### config.mk
export PLATFORM = sky130hd
export DESIGN_NAME = wb_seg_reg_pc_flat
export DESIGN_NICKNAME = d
export VERILOG_FILES = /design/src/rtl/wb_seg_reg_pc_if.sv /design/src/rtl/wb_seg_reg_pc.sv /design/src/flat_wrapper.sv
export SDC_FILE = /design/constraint.sdc
export NUM_CORES = 1
export LEC_CHECK = 0
export CAP_MARGIN = 10
export CORE_MARGIN = 2
export CORE_UTILIZATION = 30
export CTS_CLUSTER_DIAMETER = 100
export DETAILED_ROUTE_END_ITERATION = 10
export MAX_ROUTING_LAYER = met4
export PLACE_DENSITY = 0.67
export SLEW_MARGIN = 20
export SYNTH_ARGS = -nofsm -noshare
export SYNTH_HDL_FRONTEND = slang
export SYNTH_SLANG_ARGS = --single-unit
### constraint.sdc
create_clock -name clk -period 1.4 [get_ports clk]
set_input_delay 0.21 -clock clk [delete_from_list [all_inputs] [get_ports clk]]
set_output_delay 0.21 -clock clk [all_outputs]
set_load 0.1 [all_outputs]
### src/rtl/wb_seg_reg_pc_if.sv
// Bus bundle between the MEM stage and the writeback segment register.
// The slave modport is the register's view; the master modport is the driver's view.
interface wb_seg_reg_pc_if #(
  parameter int unsigned DATA_W = 32,
  parameter int unsigned ADDR_W = 32,
  parameter int unsigned RD_W   = 5,
  parameter int unsigned RW_W   = 3,
  parameter int unsigned CNT_W  = 32
);
  logic                cache_miss;
  logic [ADDR_W-1:0]   addr_m;
  logic [DATA_W/8-1:0] we_m;
  logic                mem_to_reg_m;
  logic [DATA_W-1:0]   rd_data_raw;
  logic [DATA_W-1:0]   result_m;
  logic [RD_W-1:0]     rd_m;
  logic [RW_W-1:0]     reg_write_m;

  logic [DATA_W-1:0]   rd_data;
  logic [1:0]          loaded_bytes_sel;
  logic [DATA_W-1:0]   result_w;
  logic [RD_W-1:0]     rd_w;
  logic [RW_W-1:0]     reg_write_w;
  logic                mem_to_reg_w;
  logic [CNT_W-1:0]    hit_count;
  logic [CNT_W-1:0]    miss_count;
  logic [CNT_W-1:0]    access_count;

  modport slave (
    input  cache_miss, addr_m, we_m, mem_to_reg_m, rd_data_raw, result_m, rd_m, reg_write_m,
    output rd_data, loaded_bytes_sel, result_w, rd_w, reg_write_w, mem_to_reg_w,
    output hit_count, miss_count, access_count
  );

  modport master (
    output cache_miss, addr_m, we_m, mem_to_reg_m, rd_data_raw, result_m, rd_m, reg_write_m,
    input  rd_data, loaded_bytes_sel, result_w, rd_w, reg_write_w, mem_to_reg_w,
    input  hit_count, miss_count, access_count
  );
endinterface

### src/rtl/wb_seg_reg_pc.sv
// Writeback segment register with stall/flush, load-data hold and hit/miss counters.
// Define WB_PERF_CNT_EN to build the performance counters; otherwise they read as zero.
module wb_seg_reg_pc #(
  parameter int unsigned DATA_W = 32,
  parameter int unsigned ADDR_W = 32,
  parameter int unsigned RD_W   = 5,
  parameter int unsigned RW_W   = 3,
  parameter int unsigned CNT_W  = 32
) (
  input  logic                   clk,
  input  logic                   rst,
  input  logic                   en,
  input  logic                   clear,
  input  logic                   cnt_clr,
  wb_seg_reg_pc_if.slave         bus
);

  typedef enum logic [0:0] {StPass, StHold} hold_state_e;

  hold_state_e       state_q, state_d;
  logic [DATA_W-1:0] hold_q, hold_d;
  logic [1:0]        sel_q;
  logic [DATA_W-1:0] result_q;
  logic [RD_W-1:0]   rd_q;
  logic [RW_W-1:0]   reg_write_q;
  logic              mem_to_reg_q;

  always_ff @(posedge clk) begin
    if (rst || clear) begin
      sel_q        <= '0;
      result_q     <= '0;
      rd_q         <= '0;
      reg_write_q  <= '0;
      mem_to_reg_q <= 1'b0;
    end else if (en) begin
      sel_q        <= bus.addr_m[1:0];
      result_q     <= bus.result_m;
      rd_q         <= bus.rd_m;
      reg_write_q  <= bus.reg_write_m;
      mem_to_reg_q <= bus.mem_to_reg_m;
    end
  end

  assign bus.loaded_bytes_sel = sel_q;
  assign bus.result_w         = result_q;
  assign bus.rd_w             = rd_q;
  assign bus.reg_write_w      = reg_write_q;
  assign bus.mem_to_reg_w     = mem_to_reg_q;

  always_ff @(posedge clk) begin
    if (rst) begin
      state_q <= StPass;
      hold_q  <= '0;
    end else begin
      state_q <= state_d;
      hold_q  <= hold_d;
    end
  end

  // Capture the load data seen on the first stalled edge and replay it until the stall ends.
  always_comb begin
    state_d     = state_q;
    hold_d      = hold_q;
    bus.rd_data = bus.rd_data_raw;
    unique case (state_q)
      StPass: begin
        if (!en) begin
          state_d = StHold;
          hold_d  = bus.rd_data_raw;
        end
      end
      StHold: begin
        bus.rd_data = hold_q;
        if (en) state_d = StPass;
      end
      default: state_d = StPass;
    endcase
    if (clear) begin
      state_d = StPass;
      hold_d  = '0;
    end
  end

  logic unused_addr;
  assign unused_addr = ^bus.addr_m[ADDR_W-1:2];

`ifdef WB_PERF_CNT_EN
  localparam logic [CNT_W-1:0] CntOne = CNT_W'(1);

  logic             req, complete;
  logic             miss_seen_q, miss_seen_d;
  logic [CNT_W-1:0] hit_q, hit_d, miss_q, miss_d, acc_q, acc_d;

  function automatic logic [CNT_W-1:0] sat_inc(input logic [CNT_W-1:0] v);
    return (&v) ? v : v + CntOne;
  endfunction

  assign req      = bus.mem_to_reg_m | (|bus.we_m);
  assign complete = req & en & ~bus.cache_miss & ~clear;

  always_comb begin
    miss_seen_d = miss_seen_q;
    if (clear || complete) begin
      miss_seen_d = 1'b0;
    end else if (req && bus.cache_miss) begin
      miss_seen_d = 1'b1;
    end
  end

  always_comb begin
    hit_d  = hit_q;
    miss_d = miss_q;
    acc_d  = acc_q;
    if (cnt_clr) begin
      hit_d  = '0;
      miss_d = '0;
      acc_d  = '0;
    end else if (complete) begin
      acc_d = sat_inc(acc_q);
      if (miss_seen_q) miss_d = sat_inc(miss_q);
      else             hit_d  = sat_inc(hit_q);
    end
  end

  always_ff @(posedge clk) begin
    if (rst) begin
      miss_seen_q <= 1'b0;
      hit_q       <= '0;
      miss_q      <= '0;
      acc_q       <= '0;
    end else begin
      miss_seen_q <= miss_seen_d;
      hit_q       <= hit_d;
      miss_q      <= miss_d;
      acc_q       <= acc_d;
    end
  end

  assign bus.hit_count    = hit_q;
  assign bus.miss_count   = miss_q;
  assign bus.access_count = acc_q;
`else
  logic unused_perf;
  assign unused_perf = ^{cnt_clr, bus.cache_miss, bus.we_m};

  assign bus.hit_count    = '0;
  assign bus.miss_count   = '0;
  assign bus.access_count = '0;
`endif

endmodule
### src/flat_wrapper.sv
// flat-port wrapper written by rule: the top's interface ports become plain ports
module wb_seg_reg_pc_flat 
#(
  parameter int unsigned DATA_W = 32,
  parameter int unsigned ADDR_W = 32,
  parameter int unsigned RD_W   = 5,
  parameter int unsigned RW_W   = 3,
  parameter int unsigned CNT_W  = 32
)
  (clk, rst, en, clear, cnt_clr, bus_cache_miss, bus_addr_m, bus_we_m, bus_mem_to_reg_m, bus_rd_data_raw, bus_result_m, bus_rd_m, bus_reg_write_m, bus_rd_data, bus_loaded_bytes_sel, bus_result_w, bus_rd_w, bus_reg_write_w, bus_mem_to_reg_w, bus_hit_count, bus_miss_count, bus_access_count);
  wb_seg_reg_pc_if #(.DATA_W(DATA_W), .ADDR_W(ADDR_W), .RD_W(RD_W), .RW_W(RW_W), .CNT_W(CNT_W)) bus_i ();
  input  logic clk;
  input  logic rst;
  input  logic en;
  input  logic clear;
  input  logic cnt_clr;
  input wire logic [$bits(bus_i.cache_miss)-1:0] bus_cache_miss;
  input wire logic [$bits(bus_i.addr_m)-1:0] bus_addr_m;
  input wire logic [$bits(bus_i.we_m)-1:0] bus_we_m;
  input wire logic [$bits(bus_i.mem_to_reg_m)-1:0] bus_mem_to_reg_m;
  input wire logic [$bits(bus_i.rd_data_raw)-1:0] bus_rd_data_raw;
  input wire logic [$bits(bus_i.result_m)-1:0] bus_result_m;
  input wire logic [$bits(bus_i.rd_m)-1:0] bus_rd_m;
  input wire logic [$bits(bus_i.reg_write_m)-1:0] bus_reg_write_m;
  output wire logic [$bits(bus_i.rd_data)-1:0] bus_rd_data;
  output wire logic [$bits(bus_i.loaded_bytes_sel)-1:0] bus_loaded_bytes_sel;
  output wire logic [$bits(bus_i.result_w)-1:0] bus_result_w;
  output wire logic [$bits(bus_i.rd_w)-1:0] bus_rd_w;
  output wire logic [$bits(bus_i.reg_write_w)-1:0] bus_reg_write_w;
  output wire logic [$bits(bus_i.mem_to_reg_w)-1:0] bus_mem_to_reg_w;
  output wire logic [$bits(bus_i.hit_count)-1:0] bus_hit_count;
  output wire logic [$bits(bus_i.miss_count)-1:0] bus_miss_count;
  output wire logic [$bits(bus_i.access_count)-1:0] bus_access_count;
  assign bus_i.cache_miss = bus_cache_miss;
  assign bus_i.addr_m = bus_addr_m;
  assign bus_i.we_m = bus_we_m;
  assign bus_i.mem_to_reg_m = bus_mem_to_reg_m;
  assign bus_i.rd_data_raw = bus_rd_data_raw;
  assign bus_i.result_m = bus_result_m;
  assign bus_i.rd_m = bus_rd_m;
  assign bus_i.reg_write_m = bus_reg_write_m;
  assign bus_rd_data = bus_i.rd_data;
  assign bus_loaded_bytes_sel = bus_i.loaded_bytes_sel;
  assign bus_result_w = bus_i.result_w;
  assign bus_rd_w = bus_i.rd_w;
  assign bus_reg_write_w = bus_i.reg_write_w;
  assign bus_mem_to_reg_w = bus_i.mem_to_reg_w;
  assign bus_hit_count = bus_i.hit_count;
  assign bus_miss_count = bus_i.miss_count;
  assign bus_access_count = bus_i.access_count;
  wb_seg_reg_pc #(.DATA_W(DATA_W), .ADDR_W(ADDR_W), .RD_W(RD_W), .RW_W(RW_W), .CNT_W(CNT_W)) u_core (.clk(clk), .rst(rst), .en(en), .clear(clear), .cnt_clr(cnt_clr), .bus(bus_i));
endmodule
== Word-level counts from Yosys, hierarchy flattened ==
Index checks and enable logic that the tools add are counted.

* Multiplexer cells: 2
* Bitwise gates (word level): 2
* Reduce and logical (&&, ||, !) cells: 3

{| class="wikitable"
|+ Operators with widths
! kind !! count
|-
| two-way mux 32 bit || 1
|-
| NOT 1 bit || 2
|-
| AND reduction 2 bit || 1
|-
| OR reduction 2 bit || 1
|-
| logical OR 1 bit || 1
|-
| two-way mux 1 bit || 1
|}

* Input port bits: 115
* Flip-flop bits (word level): 76
* Output and inout bits: 171

== Logic depth before layout (Yosys ltp) ==
* Depth after elaboration: 2
* Mapped depth: 5

== Worst setup path before layout ==
Ideal clock, no wire load.

* Path kind: register to output
* Start: register u_core.state_q
* End: output port bus_rd_data[20]
* Required time: 1.190 ns
* Data arrival time: 1.237 ns
* Setup slack: -0.047 ns
* Stages on the path, launching flop included: 5
* Path buffers: 3
* Cells stage by stage: dfxtp_1 buf_6 buf_6 buf_4 mux2_2

* Cells in the longest elaborated chain, start to end: 1

{| class="wikitable"
|+ RTL lines
! element !! line !! RTL
|-
| start, declared || wb_seg_reg_pc.sv:20 || <nowiki>hold_state_e state_q, state_d;</nowiki>
|-
| start signal, assigned || wb_seg_reg_pc.sv:52 || <nowiki>state_q <= StPass;</nowiki>
|-
| start signal, assigned || wb_seg_reg_pc.sv:55 || <nowiki>state_q <= state_d;</nowiki>
|-
| two-way mux 32 bit || wb_seg_reg_pc.sv:65 || <nowiki>unique case (state_q)</nowiki>
|-
| end, declared || flat_wrapper.sv:25 || <nowiki>output wire logic [$bits(bus_i.rd_data)-1:0] bus_rd_data;</nowiki>
|}

No other way between the ends.

== Final worst setup path ==
* Start: register u_core.state_q
* End: output port bus_rd_data[14]

Same word-level chain as after synthesis.

==> flow_metrics.tcl <==
set metrics [dict create \
    outcome "complete, but fails checks" \
    violations "setup timing" \
    drtIter0Drc 56 \
    top_usage_layer "met2" \
    hold_violations 0 \
    async_flop_share 0 \
    grt_pass1_vias 3111 \
    crit_path_start "u_core.state_q$_SDFF_PP0_" \
    hold_path.class "input port to register" \
    drive_gt1_frac 0.253 \
    hpwl_um 7050 \
    cp.arrival_ps 1460 \
    clk_latency_ps 330 \
    initial_core_util 0.306 \
    cellLeakagePower_nw 2.78 \
    numCtsBuffers 9 \
    globalplace.congestion 0.726 \
    core_region_area_um2 13200 \
    synth.distinct_cells 13 \
    critPathSlowestCell "dfxtp_4" \
    die_y_um 120 \
    cp-end-kind "output pin" \
    netlist_top_cells_count "100 x buf_4, 76 x dfxtp_1, 44 x nor2_1, 43 x mux2i_1" \
    cts_tree "done" \
    ant_nets 0 \
    met2_usage 0.245 \
    ys_ff_latch 76 \
    postRouteWirelength_um 9920 \
    grt_usage 0.139 \
    path_clk_slew_ps 60 \
    vias 3126 \
    cpPeakStageDelay_ps 390 \
    whs_ps 247 \
    path_cells "buf_12 -> mux2_2 -> buf_12" \
    antenna_cells 0 \
    netlist_instances 421 \
    grt_pass1_wl_um 15500 \
    worstSetupPathType "register to output pin" \
    final_max_slew_viol_count 0 \
    firstDrtPassIters 4 \
    layout_setup_ws_ps -269 \
    rsz0062_at_grt "true" \
    regToRegSetupSlack_ps 60 \
    boundaryPins 286 \
    max_cap_viol_count 0 \
    port-buffer-count 153 \
    cp_common_cell "buf_12" \
    cts_hold_buf 0 \
    cts_max_level 3 \
    via_per_inst 4.20 \
    synth.most_common_cell "buf_4" \
    vdd_drop_max_v 0.000467 \
    period_share 1.19 \
    synth-main-ff-cell "dfxtp_1" \
    yosys.area.top_type "dfxtp_1" \
    rows 42 \
    yosys_warnings 0 \
    crit_required_ps 1190 \
    min-delay-start "en" \
    fmax_mhz 599 \
    globalRouteOverflowTotal 0 \
    met3_usage 0.0358 \
    yosysSeqAreaShare 0.375 \
    skew_ps 1.87 \
    layout_min_cycle_time_ps 1670 \
    synth_area_leaders "dfxtp_1 38%, buf_4 19%, mux2i_1 11%" \
    cts-root-buf "clkbuf_16" \
    synth_top_area_share 0.375 \
    cts_sinks 76 \
    gr-usage-met1 0.152 \
    finalSetupViolations 32 \
    layout.nets 680 \
    dieArea_um2 14500 \
    synth.avg_cell_area_um2 9.63 \
    area_delta_synth_final_pct 60.9 \
    cp_max_fo 24 \
    clk_path_buf_depth 2 \
    grt_max_degree 54 \
    cp_top_family "flip-flops" \
    fin_util 0.493 \
    antenna_found_initial 0 \
    cp_num_buf_inv 2 \
    wl_per_cell_um 13.3 \
    synth_edf_count 0 \
    r2r_start "u_core.state_q$_SDFF_PP0_" \
    p_per_area_nw_per_um2 1160 \
    post-route-drc-count 0 \
    die_x_um 120 \
    start_kind "register" \
    dpl_worst_slack_ps -13.6 \
    syn_area_um2 4060 \
]
-- final timing paths --
| kind | cells after the start | endpoint |
|---|---|---|
| setup / recovery | 3 | bus_rd_data[14] |
| hold reg to reg | 2 | u_core.hold_q[1]$_SDFFE_PP0P_ |
| hold / removal | 3 | u_core.hold_q[29]$_SDFFE_PP0P_ |
| setup reg to reg | 4 | u_core.hold_q[20]$_SDFFE_PP0P_ |
-- area by class of cell --
class / instances / area [um^2]
clock buffers: 10 / 239
clock inverters: 5 / 52.6
fillers: 1203 / 6720
multi-input cells: 312 / 2000
flip-flops and latches: 76 / 1530
well taps: 176 / 220
repair buffers: 166 / 2490
-- power by group --
group / internal, mW / switching [mW] / total (mW)
sequential: 2.23 / 0.0578 / 2.29
combinational: 0.813 / 2.21 / 3.02
clock: 1.41 / 0.869 / 2.28
-- cells in the final DEF, fill, tap and decap left out --
master           synthesis  layout
a21oi_1                 32      28
a21oi_2                  0       4
buf_12                   0      82
buf_4                  100       6
bufbuf_16                0       1
bufinv_16                0       1
clkbuf_16                0       9
clkbuf_8                 0       1
clkdlybuf4s50_1          0      77
clkinv_2                 0       3
clkinvlp_4               0       1
conb_1                   1      96
dfxtp_1                 76      75
dfxtp_4                  0       1
mux2_2                  32      17
mux2_4                   0      15
mux2i_1                 43      43
nor2_1                  44      44
o21ai_0                 32      32
or2_2                    0       1
or3b_1                  32      30
or3b_4                   0       2
-- stage by stage --
stage	power (mW)	std cells	area [um^2]	TNS, ps
after global placement	5.29	727	6110	0
after global routing	7.89	745	6530	-9340
after CTS	7.69	746	6510	-8470
after floorplan	4.76	516	4410	-378
final	7.59	745	6530	-7620
after detailed placement	5.32	727	6110	-16.6
-- cells by family after synthesis --
logic type,synth area share
and+or+nand+nor,0.111
other,0.000925
muxes,0.195
buffers and inverters,0.239
DFF,0.375
AOI/OAI and AO/OA,0.0790
-- state kept, by name, summed over array words and instances, names as in the netlist --
register,flops
u_core.bus.loaded_bytes_sel,2
u_core.state_q,1
u_core.bus.rd_w,5
u_core.bus.mem_to_reg_w,1
u_core.bus.result_w,32
u_core.hold_q,32
u_core.bus.reg_write_w,3
-- routing by layer --
metal  routed length, um  share of wire
met1                3880           0.39
met3                 820          0.083
met2                5090           0.51
met4                 133          0.013
met5                   0              0
-- what timing repair did --
item,4_1_cts,5_1_grt
cloned,2,0
setup endpoints to repair,32,37
buffers inserted,2,0
pin swaps,0,1
gates resized for setup,9,13
-- tightest hold or removal path, cell delays in order --
cell and delay (ps):
buf_4 140, or3b_1 120, a21oi_1 50
Note: power is estimated with default switching activity, not from simulation.
